### config.mk
export PLATFORM = sky130hd
export DESIGN_NAME = oled_spi_rx
export DESIGN_NICKNAME = d
export VERILOG_FILES = /design/src/rtl/oled_pkg.sv /design/src/rtl/oled_rx_fifo.sv /design/src/rtl/oled_spi_rx.sv
export SDC_FILE = /design/constraint.sdc
export NUM_CORES = 1
export LEC_CHECK = 0
export ABC_AREA = 1
export BUFFER_PORTS_ARGS = -buffer_cell sky130_fd_sc_hd__buf_2
export CAP_MARGIN = 20
export CORE_ASPECT_RATIO = 1.4
export CORE_MARGIN = 1
export CORE_UTILIZATION = 59
export CTS_BUF_LIST = sky130_fd_sc_hd__clkbuf_4
export DETAILED_ROUTE_END_ITERATION = 10
export GPL_ROUTABILITY_DRIVEN = 0
export GPL_TIMING_DRIVEN = 0
export HOLD_SLACK_MARGIN = 0.03
export PLACE_DENSITY = 0.77
export SYNTH_ARGS = -nofsm -noshare
export SYNTH_HDL_FRONTEND = slang
export SYNTH_SLANG_ARGS = --single-unit
### constraint.sdc
create_clock -name CLK_100MHz -period 4.37 [get_ports CLK_100MHz]
set_input_delay 0.6555 -clock CLK_100MHz [delete_from_list [all_inputs] [get_ports CLK_100MHz]]
set_output_delay 0.6555 -clock CLK_100MHz [all_outputs]
set_load 0.02 [all_outputs]
### src/rtl/oled_pkg.sv
// Shared types and constants for the OLED serial-bus receive path.
package oled_pkg;
  localparam int unsigned OLED_BYTE_W     = 8;
  localparam int unsigned OLED_FIFO_DEPTH = 16;
  localparam logic        DC_CMD          = 1'b0;
  localparam logic        DC_DATA         = 1'b1;

  typedef struct packed {
    logic                   dc;
    logic [OLED_BYTE_W-1:0] data;
  } oled_entry_t;
endpackage

### src/rtl/oled_rx_fifo.sv
// First-word-fall-through queue of decoded bytes with a registered head and valid.
module oled_rx_fifo
  import oled_pkg::*;
#(
  parameter int unsigned DEPTH = OLED_FIFO_DEPTH
) (
  input  logic        clk,
  input  logic        rst_n,
  input  logic        flush,
  input  logic        push,
  input  oled_entry_t din,
  input  logic        pop,
  output logic        full_c,
  output logic        valid,
  output oled_entry_t dout
);
  localparam int unsigned AW = (DEPTH > 1) ? $clog2(DEPTH) : 1;
  localparam int unsigned CW = AW + 1;

  oled_entry_t mem [DEPTH];
  logic [AW-1:0] wr_ptr, rd_ptr, wr_ptr_n, rd_ptr_n;
  logic [CW-1:0] count, count_n;
  logic          wr_en, rd_en;
  oled_entry_t   head_n;

  // Next pointers and the entry that will sit at the head after this edge.
  always_comb begin
    full_c   = (count == CW'(DEPTH));
    rd_en    = pop & valid;
    wr_en    = push & (~full_c | rd_en);
    wr_ptr_n = wr_ptr + AW'(wr_en);
    rd_ptr_n = rd_ptr + AW'(rd_en);
    count_n  = count + CW'(wr_en) - CW'(rd_en);
    head_n   = '0;
    if (count_n != '0) begin
      if (wr_en && (wr_ptr == rd_ptr_n)) head_n = din;
      else                               head_n = mem[rd_ptr_n];
    end
  end

  always_ff @(posedge clk or negedge rst_n) begin
    if (!rst_n) begin
      wr_ptr <= '0;
      rd_ptr <= '0;
      count  <= '0;
      valid  <= 1'b0;
      dout   <= '0;
    end else if (flush) begin
      wr_ptr <= '0;
      rd_ptr <= '0;
      count  <= '0;
      valid  <= 1'b0;
      dout   <= '0;
    end else begin
      wr_ptr <= wr_ptr_n;
      rd_ptr <= rd_ptr_n;
      count  <= count_n;
      valid  <= (count_n != '0);
      dout   <= head_n;
    end
  end

  always_ff @(posedge clk) begin
    if (wr_en && !flush) mem[wr_ptr] <= din;
  end
endmodule

### src/rtl/oled_spi_rx.sv
// Oversampling receiver for the 4-wire OLED bus: syncs pins, assembles MSB-first bytes, queues them.
module oled_spi_rx
  import oled_pkg::*;
#(
  parameter int unsigned FIFO_DEPTH  = OLED_FIFO_DEPTH,
  parameter int unsigned SYNC_STAGES = 2
) (
  input  logic        CLK_100MHz,
  input  logic        RST_N,
  input  logic        OLED_CLK,
  input  logic        OLED_DIN,
  input  logic        OLED_CS,
  input  logic        OLED_D_C,
  input  logic        OLED_RES,
  output logic [7:0]  rx_byte,
  output logic        rx_dc,
  output logic        rx_valid,
  input  logic        rx_ready,
  output logic        frame_err,
  output logic        overflow,
  output logic        in_reset,
  output logic [15:0] byte_count
);
  localparam int unsigned CNT_W = $clog2(OLED_BYTE_W);

  logic [SYNC_STAGES-1:0] sclk_sync, din_sync, cs_sync, dc_sync, res_sync;
  logic [SYNC_STAGES:0]   warm;
  logic                   sclk_s, din_s, cs_s, dc_s, res_s;
  logic                   sclk_prev, cs_prev, armed;
  logic                   sync_ok, sclk_rise, cs_fall, cs_rise, bit_take;
  logic [CNT_W-1:0]       bit_cnt;
  logic [OLED_BYTE_W-2:0] shift_q;
  logic                   push_pend, push_ok, push_drop, pop, full_c;
  oled_entry_t            push_entry, head;

  // Pin synchronisers; idle levels on reset so no false edges appear.
  always_ff @(posedge CLK_100MHz or negedge RST_N) begin
    if (!RST_N) begin
      sclk_sync <= '1;
      cs_sync   <= '1;
      res_sync  <= '1;
      din_sync  <= '0;
      dc_sync   <= {SYNC_STAGES{DC_CMD}};
      warm      <= '0;
      sclk_prev <= 1'b1;
      cs_prev   <= 1'b1;
    end else begin
      sclk_sync <= {sclk_sync[SYNC_STAGES-2:0], OLED_CLK};
      cs_sync   <= {cs_sync[SYNC_STAGES-2:0], OLED_CS};
      res_sync  <= {res_sync[SYNC_STAGES-2:0], OLED_RES};
      din_sync  <= {din_sync[SYNC_STAGES-2:0], OLED_DIN};
      dc_sync   <= {dc_sync[SYNC_STAGES-2:0], OLED_D_C};
      warm      <= {warm[SYNC_STAGES-1:0], 1'b1};
      sclk_prev <= sclk_s;
      cs_prev   <= cs_s;
    end
  end

  // Edges are trusted only once the sync chain and its history hold real pin samples.
  always_comb begin
    sclk_s    = sclk_sync[SYNC_STAGES-1];
    cs_s      = cs_sync[SYNC_STAGES-1];
    res_s     = res_sync[SYNC_STAGES-1];
    din_s     = din_sync[SYNC_STAGES-1];
    dc_s      = dc_sync[SYNC_STAGES-1];
    sync_ok   = warm[SYNC_STAGES];
    sclk_rise = sync_ok & sclk_s & ~sclk_prev;
    cs_fall   = sync_ok & ~cs_s & cs_prev;
    cs_rise   = sync_ok & cs_s & ~cs_prev;
    bit_take  = sclk_rise & ~cs_s & res_s & armed;
    pop       = rx_ready & rx_valid;
    push_ok   = push_pend & res_s & (~full_c | pop);
    push_drop = push_pend & res_s & full_c & ~pop;
  end

  // Bit assembly; armed keeps bits from before the first clean CS# fall out of any byte.
  always_ff @(posedge CLK_100MHz or negedge RST_N) begin
    if (!RST_N) begin
      armed      <= 1'b0;
      bit_cnt    <= '0;
      shift_q    <= '0;
      push_pend  <= 1'b0;
      push_entry <= '0;
      frame_err  <= 1'b0;
    end else begin
      push_pend <= 1'b0;
      frame_err <= 1'b0;
      if (!res_s) begin
        bit_cnt <= '0;
      end else if (cs_fall) begin
        bit_cnt <= '0;
        armed   <= 1'b1;
      end else if (cs_rise) begin
        frame_err <= (bit_cnt != '0);
        bit_cnt   <= '0;
      end else if (bit_take) begin
        shift_q <= {shift_q[OLED_BYTE_W-3:0], din_s};
        if (bit_cnt == CNT_W'(OLED_BYTE_W - 1)) begin
          push_pend       <= 1'b1;
          push_entry.dc   <= dc_s;
          push_entry.data <= {shift_q, din_s};
          bit_cnt         <= '0;
        end else begin
          bit_cnt <= bit_cnt + CNT_W'(1);
        end
      end
    end
  end

  always_ff @(posedge CLK_100MHz or negedge RST_N) begin
    if (!RST_N) begin
      overflow   <= 1'b0;
      in_reset   <= 1'b0;
      byte_count <= '0;
    end else begin
      overflow <= push_drop;
      in_reset <= ~res_s;
      if (push_ok) byte_count <= byte_count + 16'(1);
    end
  end

  oled_rx_fifo #(
    .DEPTH (FIFO_DEPTH)
  ) u_fifo (
    .clk    (CLK_100MHz),
    .rst_n  (RST_N),
    .flush  (~res_s),
    .push   (push_pend & res_s),
    .din    (push_entry),
    .pop    (pop),
    .full_c (full_c),
    .valid  (rx_valid),
    .dout   (head)
  );

  assign rx_byte = head.data;
  assign rx_dc   = head.dc;
endmodule

## After elaboration in Yosys (flattened, before gate mapping)

Memories as Yosys holds them, arrays and structs flattened.
Cells that the tools add are included.

- Bits in registers: 78
- Memory bits (writable): 144
- Word-level logic and storage cells: 90
- Output and inout bits: 29
- Memories: 1

- Add/subtract/negate cells: 6
- Mux-type cells: 22
- Equal/unequal tests: 4
- Reductions and logical operators: 7
- Bitwise operators: 26

Memory list:

| memory | words | width | rd ports | clocked after Yosys merged registers in | wr ports | RTL line | text |
|---|---|---|---|---|---|---|---|
| u_fifo.mem | 16 | 9 | 1 | 0 | 1 | oled_rx_fifo.sv:20 | `oled_entry_t mem [DEPTH];` |

Operator list:

| kind | count |
|---|---|
| $mux W9 | 3 |
| $add A16 B1 Y16 const B | 1 |
| $and A1 B1 Y1 | 16 |
| $mux W3 | 5 |
| $mux W1 | 11 |
| $add A4 B1 Y4 | 2 |
| $mux W4 | 2 |
| $not A1 Y1 | 8 |
| $add A5 B1 Y5 | 1 |
| $eq A5 B5 Y1 const B | 1 |
| $mux W5 | 1 |
| $reduce_and A5 Y1 | 1 |
| $reduce_bool A5 Y1 | 1 |
| $sub A5 B1 Y5 | 1 |
| $eq A4 B4 Y1 | 1 |
| $ne A4 B1 Y1 const B | 1 |
| $reduce_and A4 Y1 | 1 |
| $add A3 B1 Y3 const B | 1 |
| $eq A3 B3 Y1 const B | 1 |
| $reduce_bool A3 Y1 | 1 |
| $logic_and A1 B1 Y1 | 2 |
| $or A1 B1 Y1 | 2 |
| $reduce_and A2 Y1 | 1 |

## Depth between registers and ports, before layout

Gate-level depths: netlist of the first run.

- Depth after elaboration: 9
- Mapped depth: 18
- Mapped depth without buffers: 16

## Cells and area by module

From an unflattened synthesis of the first run, not the netlist that was laid out.

- Cells, all modules: 899
- Area total of the unflattened synthesis: 9577.9 µm²

Modules (own cells, without submodules):

| module | cells an instance | instances | sequential area each (µm²) | area each (µm²) |
|---|---|---|---|---|
| oled_rx_fifo | 658 | 1 | 4899.7 | 7243.2 |
| oled_spi_rx | 241 | 1 | 1386.3 | 2334.7 |

## Worst setup path after synthesis of the first run

OpenSTA, ideal clock, no wires.

- Kind: in2reg
- Start point: in rx_ready
- End point: reg u_fifo.dout[0] in the netlist's numbering
- Path slack: 1.732 ns
- Path buffers: 2
- Required time: 4.255 ns
- Cell stages on the path: 14
- Arrival time: 2.523 ns
- Cell sequence: nand2_1 -> nand3_1 -> nand2_2 -> inv_2 -> buf_4 -> buf_6 -> ha_1 -> fa_1 -> xnor2_1 -> nand2_1 -> nand2_1 -> nand3_2 -> nand2_1 -> nor2_2

- Word-level cells in the longest chain between the ends: 9
- Elaborated cells between the ends (all ways): 14
- Classes of those cells: 3 x add/sub; 1 x eq/ne; 3 x mux; 4 x bitwise; 2 x reduce/logical; 1 x memory

RTL lines:

| item | RTL line | text |
|---|---|---|
| start: declaration | oled_spi_rx.sv:18 | `input logic rx_ready,` |
| $and A1 B1 Y1 (*) | oled_spi_rx.sv:71 | `pop = rx_ready & rx_valid;` |
| $and A1 B1 Y1 (*) | oled_rx_fifo.sv:29 | `rd_en = pop & valid;` |
| $or A1 B1 Y1 | oled_rx_fifo.sv:30 | `wr_en = push & (~full_c \| rd_en);` |
| $and A1 B1 Y1 | oled_rx_fifo.sv:30 |  |
| $add A5 B1 Y5 | oled_rx_fifo.sv:33 | `count_n = count + CW'(wr_en) - CW'(rd_en);` |
| $sub A5 B1 Y5 | oled_rx_fifo.sv:33 |  |
| $reduce_bool A5 Y1 | oled_rx_fifo.sv:35 | `if (count_n != '0) begin` |
| $mux W9 (*) | oled_rx_fifo.sv:35 |  |
| $mux W9 (*) | oled_rx_fifo.sv:48 | `end else if (flush) begin` |
| end signal: assignment | oled_rx_fifo.sv:59 | `dout <= head_n;` |
| end: declaration | oled_rx_fifo.sv:15 | `output oled_entry_t dout` |

Every way passes the cells marked *; elsewhere a longest branch is shown, timed or not.
A chain may end at the register's enable or synchronous reset.

## Final worst setup path of the first run

- Start point: reg u_fifo.count[3]
- End point: reg u_fifo.dout[3] in the netlist's numbering

- Word-level cells in the longest chain between the ends: 9
- Elaborated cells between the ends (all ways): 11
- Classes of those cells: 2 x add/sub; 1 x eq/ne; 3 x mux; 3 x bitwise; 2 x reduce/logical

RTL lines:

| item | RTL line | text |
|---|---|---|
| start: declaration | oled_rx_fifo.sv:22 | `logic [CW-1:0] count, count_n;` |
| start signal: assignment | oled_rx_fifo.sv:57 | `count <= count_n;` |
| $eq A5 B5 Y1 | oled_rx_fifo.sv:28 | `full_c = (count == CW'(DEPTH));` |
| $not A1 Y1 | oled_rx_fifo.sv:30 |  |
| $or A1 B1 Y1 | oled_rx_fifo.sv:30 |  |
| $and A1 B1 Y1 | oled_rx_fifo.sv:30 |  |
| $add A5 B1 Y5 | oled_rx_fifo.sv:33 |  |
| $sub A5 B1 Y5 | oled_rx_fifo.sv:33 |  |
| $reduce_bool A5 Y1 | oled_rx_fifo.sv:35 |  |
| $mux W9 (*) | oled_rx_fifo.sv:35 |  |
| $mux W9 (*) | oled_rx_fifo.sv:48 |  |

Marks and branches as above.

==> flow_metrics.py, run 1 <==
metrics = {
    "run_status": {
        "outcome": "completed",
    },
    "clock_tree": {
        "cts_tree": "yes",
        "clock_sinks": 222,
        "cts_buffer_depth": 3,
        "postCtsResizedCells": 0,
        "cts_root_buf": "clkbuf_4",
        "clk_latency_ns": 0.62,
        "cts_max_level": 2,
        "clk_pin_slew_ns": 0.07,
        "numCtsBuffers": 46,
    },
    "floorplanning": {
        "die_width_um": 109,
        "io_pins": 37,
        "core_mm2": 0.0156,
        "dieArea_mm2": 0.0165,
        "die_y_um": 152,
        "rows": 54,
        "start_util_pct": 60.4,
    },
    "sta": {
        "relSlewSlack_pct": 34.8,
        "setup_viol": 0,
        "finalCritPeriodShare_pct": 69.5,
        "worst_pin_slew_ns": 0.974,
        "timing.fmax_mhz": 329,
        "holdWs_ns": 0.164,
        "setup_ws_ns": 1.33,
        "fin_skew_ns": 0.0399,
        "finalHoldViolations": 0,
        "finalCriticalPeriod_ns": 3.04,
        "fin_setup_tns_ns": 0,
        "rsz0062_at_grt": "false",
        "slew_viol_final": 0,
    },
    "placement": {
        "portBuffers": 36,
        "place_hpwl_um": 14100,
        "dp_slack_ns": 1.12,
    },
    "run": {
        "drv_cap": 0,
    },
    "synthesis": {
        "synth.top_cell.area_share_pct": 45.8,
        "synthCells": 868,
        "synth.avg_cell_area_um2": 10.9,
        "synth_area_leader_cell": "edfxtp_1",
        "yosysUniqueCellTypes": 35,
        "syn-num-nets": 891,
        "synth_area_leaders": "edfxtp_1, dfrtp_1, nand2_1",
        "ys_seq_area_share_pct": 66.6,
        "ys_seq_elements": 222,
        "synthesis.area_mm2": 0.00943,
        "synth_warnings": 0,
    },
    "worst_hold_path": {
        "hold_class": "in2reg",
        "min_path_cells": 1,
        "hold_path_startpoint": "OLED_DIN",
        "hold_end": "din_sync[0]",
    },
    "power_and_ir_drop": {
        "power_mw": 3.90,
        "power.density_mw_per_mm2": 372,
        "p_leak_nw": 4.48,
        "vdd_drop_max_mv": 0.221,
    },
    "detailed_routing": {
        "via_count": 6426,
        "drc": 0,
        "drt-total-wl_um": 20200,
        "post_drt_wl_per_cell_um": 17.1,
        "drt_iter0_markers": 546,
        "via_per_inst": 5.44,
        "ant_nets": 0,
        "firstDrtPassIters": 5,
    },
    "worst_setup_path": {
        "cp.arrival_ns": 3.52,
        "crit_path_start_kind": "flip-flop",
        "rr_startpoint": "u_fifo.count[3]",
        "cp_max_fo": 11,
        "endpoint_kind": "flip-flop",
        "rr_worst_depth": 17,
        "worst-endpoint-required_ns": 4.85,
        "regToRegEndpoint": "u_fifo.dout[3]",
        "reg2reg_slack_ns": 1.33,
        "path_class": "reg2reg",
    },
    "layout": {
        "post_route_cells_drive_above_1_share_pct": 18.5,
        "synthToLayoutAreaGrowth_pct": 10.9,
        "layout.nets": 977,
    },
    "global_routing": {
        "grt_pass1_vias": 6485,
        "grt_max_degree": 63,
        "grt_use_total_pct": 26.3,
        "antenna_found_initial": 1,
        "overflow": 0,
        "grt_pass1_wl_um": 32100,
    },
}
==> cells by family after synthesis <==
logic type      synth area share (%)
flops                           66.6
other cells                   0.0398
buf+inv                         4.79
compound gates                  1.76
fa+ha+maj                       2.07
xor+xnor                        1.49
simple gates                    23.2
==> power breakdown <==
part           internal (mW)  leakage, nW  switching (mW)
registers               2.24         2.33          0.0124
logic                 0.0542         1.80           0.126
clock network          0.734        0.343           0.726
total                   3.03         4.48           0.864
==> sequential cells by signal, summed over array words and instances (netlist names), 3 cells and up <==
signal and cells:
u_fifo.rd_ptr 4, shift_q 7, u_fifo.dout 9, warm 3, bit_cnt 3, u_fifo.wr_ptr 4
byte_count 16, u_fifo.count 5, u_fifo.mem 144, push_entry 9
==> worst max-delay path by stage <==
stage / end / start / cells past startpoint / slack (ns)
final: u_fifo.dout[3] / u_fifo.count[3] / 17 / 1.33
after global routing: u_fifo.dout[6] / u_fifo.count[3] / 17 / 1.04
after CTS: u_fifo.dout[6] / u_fifo.count[3] / 17 / 1.29
after detailed placement: u_fifo.dout[6] / rx_ready / 15 / 1.12
after floorplan: u_fifo.dout[0] / rx_ready / 14 / 1.73
after global placement: u_fifo.dout[6] / rx_ready / 15 / 1.14
==> cells in the final DEF (no fill, tap or decap), types with 3 or more instances in the layout <==
cell type,instances
dfrtp_1,70
buf_4,13
nor2_2,9
nand3_1,150
buf_2,49
inv_1,62
xnor2_1,9
nand2_2,5
a21oi_1,5
nand4_1,15
nand2_1,258
nor3_1,4
clkbuf_1,3
inv_2,4
dfstp_2,8
clkinv_2,3
o21ai_1,6
clkinv_1,5
o21ai_2,9
nor2_1,40
edfxtp_1,144
xor2_1,7
nand2_4,3
clkbuf_4,71
a211oi_1,3
ha_1,14
==> routing by layer <==
metal | part of all wire [%] | track usage [%]
met1 | 36 | 29.9
met2 | 53 | 46.5
met3 | 5.8 | 4.02
met4 | 5.2 | 15.5
met5 | 0 | 0
==> per-stage QoR <==
stage	cells	instance area [µm²]	utilization (%)
after floorplan	868	9430	-
after global placement	1100	9860	63.2
after detailed placement	1101	9890	63.3
after CTS	1180	10500	67.0
after global routing	1181	10500	67.0
final	1181	10500	67.0
==> worst max-delay path, stage by stage, from the launching register on <==
cell     delay, ns
dfrtp_1       0.38
inv_1         0.09
ha_1          0.14
nand2_1       0.04
inv_1         0.07
nand3_1       0.10
nand2_2       0.24
inv_2         0.06
buf_4         0.18
buf_6         0.16
ha_1          0.20
fa_1          0.40
xnor2_1       0.25
nand2_1       0.08
nand2_1       0.08
nand3_2       0.23
nand2_1       0.17
nor2_2        0.05
==> synth_stat cells <==
master / number
a211oi_1: 3
a21oi_1: 5
buf_2: 14
buf_4: 12
buf_6: 1
buf_8: 1
clkbuf_1: 3
clkinv_2: 2
conb_1: 1
dfrtp_1: 70
dfstp_2: 8
edfxtp_1: 144
fa_1: 1
ha_1: 14
inv_1: 62
inv_2: 3
nand2_1: 258
nand2_2: 5
nand2_4: 3
nand3_1: 150
nand3_2: 1
nand3_4: 1
nand3b_1: 2
nand4_1: 15
nor2_1: 40
nor2_2: 9
nor2_4: 1
nor2_8: 1
nor3_1: 4
nor3_2: 1
o21ai_0: 2
o21ai_1: 6
o21ai_2: 9
xnor2_1: 9
xor2_1: 7
==> final cells by class <==
type | count | area (µm²)
fillers | 1179 | 5150
clock buffers | 71 | 533
plain buffers | 31 | 198
flip-flops and latches | 222 | 6290
clock inverters | 7 | 27.5
well taps | 196 | 245
repair buffers | 38 | 220
inverters | 67 | 254
multi-input cells | 548 | 2690
diodes | 1 | 2.50
==> what timing repair did <==
| action | 4_1_cts | 5_1_grt |
|---|---|---|
| buffers inserted | 0 | 0 |
| hold endpoints to repair | 16 | 0 |
| hold buffers | 1 | 0 |
Note: power is estimated with default switching activity, not from simulation.
==> run 2: changes to the inputs <==
Clock period 4.37 ns to 3 ns, I/O delays scaled along.
==> run 2 against run 1 <==
Compared with the run above:
- non-clock buffer count is 10 higher
- combinational power is 98% higher
- via count is 1.1% higher
- first-iteration DRC count is 9.0% lower
- critical path depth stayed put
- utilization is 0.77 points higher
- clock skew is 0.0054 ns lower
- hold slack better by 0.10 ns
- maximum frequency is 4.6% higher
- global-route usage hardly changed
- largest power group unchanged
==> flow_metrics.py, run 2 (synthesis gave the netlist of run 1 again) <==
metrics = {
    "clock_tree": {
        "cts_tree": "yes",
        "numCtsBuffers": 46,
        "cts_root_buf": "clkbuf_4",
        "clk_pin_slew_ns": 0.07,
        "clk_latency_ns": 0.61,
        "cts_buffer_depth": 3,
        "clock_sinks": 222,
        "cts_max_level": 2,
    },
    "layout": {
        "synthToLayoutAreaGrowth_pct": 12.2,
        "largest_register": "u_fifo.mem",
        "reg_top3": "u_fifo.mem (144), byte_count (16)",
        "fill_cells": 1165,
        "mostFrequentLayoutCell": "nand2_1",
        "multi_input_area_mm2": 0.00273,
        "largest_reg_flops": 144,
        "post_route_cells_drive_above_1_share_pct": 19.2,
        "seq_area_mm2": 0.00629,
        "layout.nets": 987,
        "final_cell_mix": "nand2_1, nand3_1, edfxtp_1",
    },
    "global_routing": {
        "overflow": 0,
        "antenna_found_initial": 1,
        "grt_pass1_vias": 6488,
        "grt_use_total_pct": 26.3,
        "grt_max_degree": 63,
        "grt_pass1_wl_um": 32200,
    },
    "detailed_routing": {
        "post_drt_wl_per_cell_um": 17.2,
        "via_per_inst": 5.45,
        "drt_iter0_markers": 497,
        "via_count": 6495,
        "firstDrtPassIters": 6,
        "drt-total-wl_um": 20500,
        "drc": 0,
        "ant_nets": 0,
    },
    "worst_setup_path": {
        "endpoint_kind": "flip-flop",
        "crit_path_start_kind": "flip-flop",
        "cp.arrival_ns": 3.39,
        "rr_startpoint": "u_fifo.count[3]",
        "regToRegEndpoint": "u_fifo.valid",
        "rr_worst_depth": 17,
        "worst-endpoint-required_ns": 3.49,
        "cp_max_fo": 11,
        "path_class": "reg2reg",
        "reg2reg_slack_ns": 0.1,
    },
    "sta": {
        "slew_viol_final": 0,
        "finalHoldViolations": 0,
        "fin_skew_ns": 0.0345,
        "finalCriticalPeriod_ns": 2.90,
        "relSlewSlack_pct": 36.7,
        "holdWs_ns": 0.266,
        "finalCritPeriodShare_pct": 96.8,
        "worst_pin_slew_ns": 0.946,
        "fin_setup_tns_ns": 0,
        "setup_viol": 0,
        "timing.fmax_mhz": 344,
    },
    "floorplanning": {
        "io_pins": 37,
        "rows": 54,
        "core_mm2": 0.0156,
        "die_width_um": 109,
        "start_util_pct": 60.4,
        "die_y_um": 152,
        "dieArea_mm2": 0.0165,
    },
    "run_status": {
        "outcome": "completed",
    },
    "worst_hold_path": {
        "hold_class": "in2async",
    },
    "run": {
        "drv_cap": 0,
    },
    "power_and_ir_drop": {
        "power.density_mw_per_mm2": 545,
        "p_leak_nw": 4.53,
        "vdd_drop_max_mv": 0.352,
    },
    "placement": {
        "portBuffers": 36,
        "place_hpwl_um": 14100,
    },
}
run 2: power breakdown:
part	switching [mW]	total [mW]	internal, mW
logic	0.224	0.356	0.132
clock network	1.05	2.12	1.07
registers	0.0183	3.29	3.27
total	1.29	5.76	4.47
run 2: stage by stage:
stage | power [mW] | setup WS [ns] | std cells | area (µm²) | util [%]
after detailed placement | 3.62 | -0.0936 | 1101 | 9890 | 63.3
after floorplan | 3.53 | 0.451 | 868 | 9430 | -
final | 5.76 | 0.0961 | 1191 | 10600 | 67.8
after CTS | 5.72 | 0.0573 | 1185 | 10500 | 67.4
after global routing | 5.97 | -0.0513 | 1191 | 10600 | 67.8
after global placement | 3.60 | -0.0545 | 1100 | 9860 | 63.2
run 2: what timing repair did:
action	CTS	global route
pin swaps	0	2
gates resized for setup	2	5
setup buffers	0	5
setup endpoints to repair	9	10
hold buffers	6	0
endpoints found under the hold margin	43	0
run 2: layout make-up:
cell class | count | share of cell area, %
Clock buffer | 71 | 5.04
Tap cell | 196 | 2.32
Sequential cell | 222 | 59.4
Buffer | 31 | 1.87
Antenna cell | 1 | 0.0237
Timing Repair Buffer | 48 | 2.91
Inverter | 67 | 2.40
Multi-Input combinational cell | 548 | 25.8
Clock inverter | 7 | 0.260
run 2: worst max path at each step:
stage / startpoint / depth (start not counted) / slack [ns] / end
4_1_cts: u_fifo.count[3] / 17 / 0.06 / u_fifo.dout[6]
3_3_place_gp: u_fifo.count[3] / 17 / -0.05 / u_fifo.dout[6]
3_5_place_dp: u_fifo.count[3] / 17 / -0.09 / u_fifo.dout[6]
2_1_floorplan: u_fifo.count[3] / 17 / 0.45 / u_fifo.dout[0]
5_1_grt: u_fifo.count[3] / 19 / -0.05 / u_fifo.dout[6]
6_report: u_fifo.count[3] / 17 / 0.1 / u_fifo.valid
run 2: worst max-delay path, stage by stage, from the launching register on:
cell and delay (ns):
dfrtp_1 0.38, inv_1 0.09, ha_1 0.14, nand2_1 0.04, inv_1 0.08, nand3_2 0.10, nand2_4 0.14, inv_2 0.05
buf_4 0.17, buf_6 0.16, ha_1 0.22, fa_2 0.39, xnor2_2 0.24, nand2_1 0.10, nand2_1 0.11, nand3_4 0.07
clkbuf_4 0.18, buf_4 0.14
run 2: routing by layer:
metal | vias up | part of all wire [%] | track usage (%)
li1 | 3134 | - | -
met1 | 3056 | 36 | 30.1
met2 | 232 | 53 | 46.3
met3 | 73 | 5.9 | 4.02
met4 | 0 | 5.4 | 15.3
met5 | - | 0 | 0
==> run 3: changes to the inputs <==
Settings changed: CORE_UTILIZATION 59 to 40, PLACE_DENSITY 0.77 to unset.
==> run 3 against run 2 <==
Compared with the run above:
- clock power up 5%
- sequential cell count unchanged
- via count down 1.6%
- combinational power down 5.9%
- hold slack worse by 0.028 ns
- non-clock buffer count down 1
- die area up 47%
- first-iteration DRC count down 35%
- critical path depth up 1
- clock-buffer cell count up 1
==> flow_metrics.py, run 3 (synthesis gave the netlist of run 1 again) <==
metrics = {
    "detailed_routing": {
        "ant_nets": 0,
        "drt-total-wl_um": 22300,
        "drt_iter0_markers": 324,
        "drc": 0,
        "via_count": 6389,
        "post_drt_wl_per_cell_um": 16.9,
        "via_per_inst": 4.86,
        "firstDrtPassIters": 5,
    },
    "placement": {
        "place_hpwl_um": 15100,
        "placedCellCount": 1211,
        "dpl-instance-area_mm2": 0.0100,
        "dp_slack_ns": -0.0490,
        "portBuffers": 36,
    },
    "worst_setup_path": {
        "worst-endpoint-required_ns": 3.55,
        "rr_worst_depth": 18,
        "path_class": "reg2reg",
        "crit_path_start_kind": "flip-flop",
        "cp_max_fo": 11,
        "endpoint_kind": "flip-flop",
        "cp.arrival_ns": 3.35,
    },
    "power_and_ir_drop": {
        "p_leak_nw": 4.58,
        "vdd_drop_max_mv": 0.438,
        "power.density_mw_per_mm2": 542,
    },
    "clock_tree": {
        "clock_sinks": 222,
        "cts_root_buf": "clkbuf_4",
        "clk_pin_slew_ns": 0.07,
        "cts_buffer_depth": 3,
        "cts_tree": "yes",
        "clk_latency_ns": 0.65,
        "cts_max_level": 2,
        "numCtsBuffers": 50,
    },
    "layout": {
        "largest_reg_flops": 144,
        "fin_util_pct": 46.5,
        "fill_cells": 2197,
        "final_cell_mix": "nand2_1, nand3_1, edfxtp_1",
        "mostFrequentLayoutCell": "nand2_1",
        "fin_cells": 1315,
        "largest_register": "u_fifo.mem",
        "synthToLayoutAreaGrowth_pct": 14.5,
        "reg_top3": "u_fifo.mem (144), byte_count (16)",
        "layout.nets": 991,
        "final_area_mm2": 0.0108,
        "post_route_cells_drive_above_1_share_pct": 19.5,
    },
    "sta": {
        "timing.fmax_mhz": 357,
        "holdWs_ns": 0.238,
        "setup_viol": 0,
        "worst_pin_slew_ns": 0.890,
        "finalCriticalPeriod_ns": 2.80,
        "setup_ws_ns": 0.198,
        "finalHoldViolations": 0,
        "finalCritPeriodShare_pct": 93.4,
        "fin_skew_ns": 0.0511,
        "relSlewSlack_pct": 40.4,
        "slew_viol_final": 0,
    },
    "floorplanning": {
        "die_y_um": 184,
        "die_width_um": 132,
        "io_pins": 37,
        "rows": 66,
        "core_mm2": 0.0232,
        "dieArea_mm2": 0.0242,
        "start_util_pct": 40.6,
    },
    "global_routing": {
        "antenna_found_initial": 1,
        "grt_pass1_vias": 6499,
        "overflow": 0,
        "grt_pass1_wl_um": 34500,
        "grt_max_degree": 51,
        "grt_use_total_pct": 18.9,
    },
    "worst_hold_path": {
        "min_path_cells": 4,
        "hold_class": "in2reg",
    },
    "run_status": {
        "outcome": "completed",
    },
    "run": {
        "drv_cap": 0,
    },
}
[run 3: cell type report]
cell class	instances	area (µm²)	area share (%)
antenna	1	2.50	0.0232
inverter	67	254	2.35
clock inverter	20	81.3	0.753
multi-input combinational	549	2750	25.5
buffer	31	198	1.83
clock buffer	72	541	5.01
sequential	222	6290	58.2
timing repair buffer	47	300	2.78
tap	306	383	3.55
[run 3: power breakdown]
| part | internal (mW) | total, mW | leakage, nW | switching (mW) |
|---|---|---|---|---|
| clock network | 1.11 | 2.23 | 0.377 | 1.12 |
| logic | 0.109 | 0.335 | 1.87 | 0.227 |
| registers | 3.27 | 3.29 | 2.33 | 0.0184 |
| total | 4.49 | 5.86 | 4.58 | 1.36 |
[run 3: path summary, 6_finish.rpt]
kind                                  from        endpoint  slack [ns]
max                        u_fifo.count[2]  u_fifo.dout[7]        0.20
min                               rx_ready        overflow        0.24
max reg2reg                u_fifo.count[2]  u_fifo.dout[7]        0.20
min reg2reg                    din_sync[0]     din_sync[1]        0.35
max in group asynchronous            RST_N     res_sync[1]        2.05
min in group asynchronous            RST_N  u_fifo.dout[6]        0.28
[run 3: repair_timing]
| item | 4_1_cts | 5_1_grt |
|---|---|---|
| pin swaps | 0 | 2 |
| setup endpoints to repair | 9 | 10 |
| buffers inserted | 0 | 4 |
| hold endpoints to repair | 33 | 0 |
| resized for setup | 2 | 8 |
| gates cloned | 0 | 1 |
| hold buffers | 6 | 0 |
[run 3: critical path: stages, from the launching register on]
cell and delay [ns]:
dfrtp_1 0.38, inv_1 0.08, ha_1 0.15, nand2_1 0.06, inv_1 0.06, nand3_1 0.12, nand2_4 0.15, inv_2 0.04
buf_4 0.17, buf_6 0.16, ha_1 0.21, fa_2 0.37, nand3_1 0.12, nand2_1 0.06, nand2_1 0.10, nand3_4 0.13
nand3_4 0.16, nand2_1 0.08, nor2_2 0.12
[run 3: stage by stage]
step / power (mW) / setup TNS [ns]
after floorplan: 3.53 / 0
after global placement: 3.61 / -0.646
after detailed placement: 3.61 / -0.332
after CTS: 5.86 / 0
after global routing: 6.11 / -0.0116
final: 5.86 / 0
[run 3: per-layer routing]
layer	GRT usage [%]	wire (µm)
met3	3.12	970
met4	12.0	1200
met2	34.1	11900
met1	20.5	8250
met5	0	0
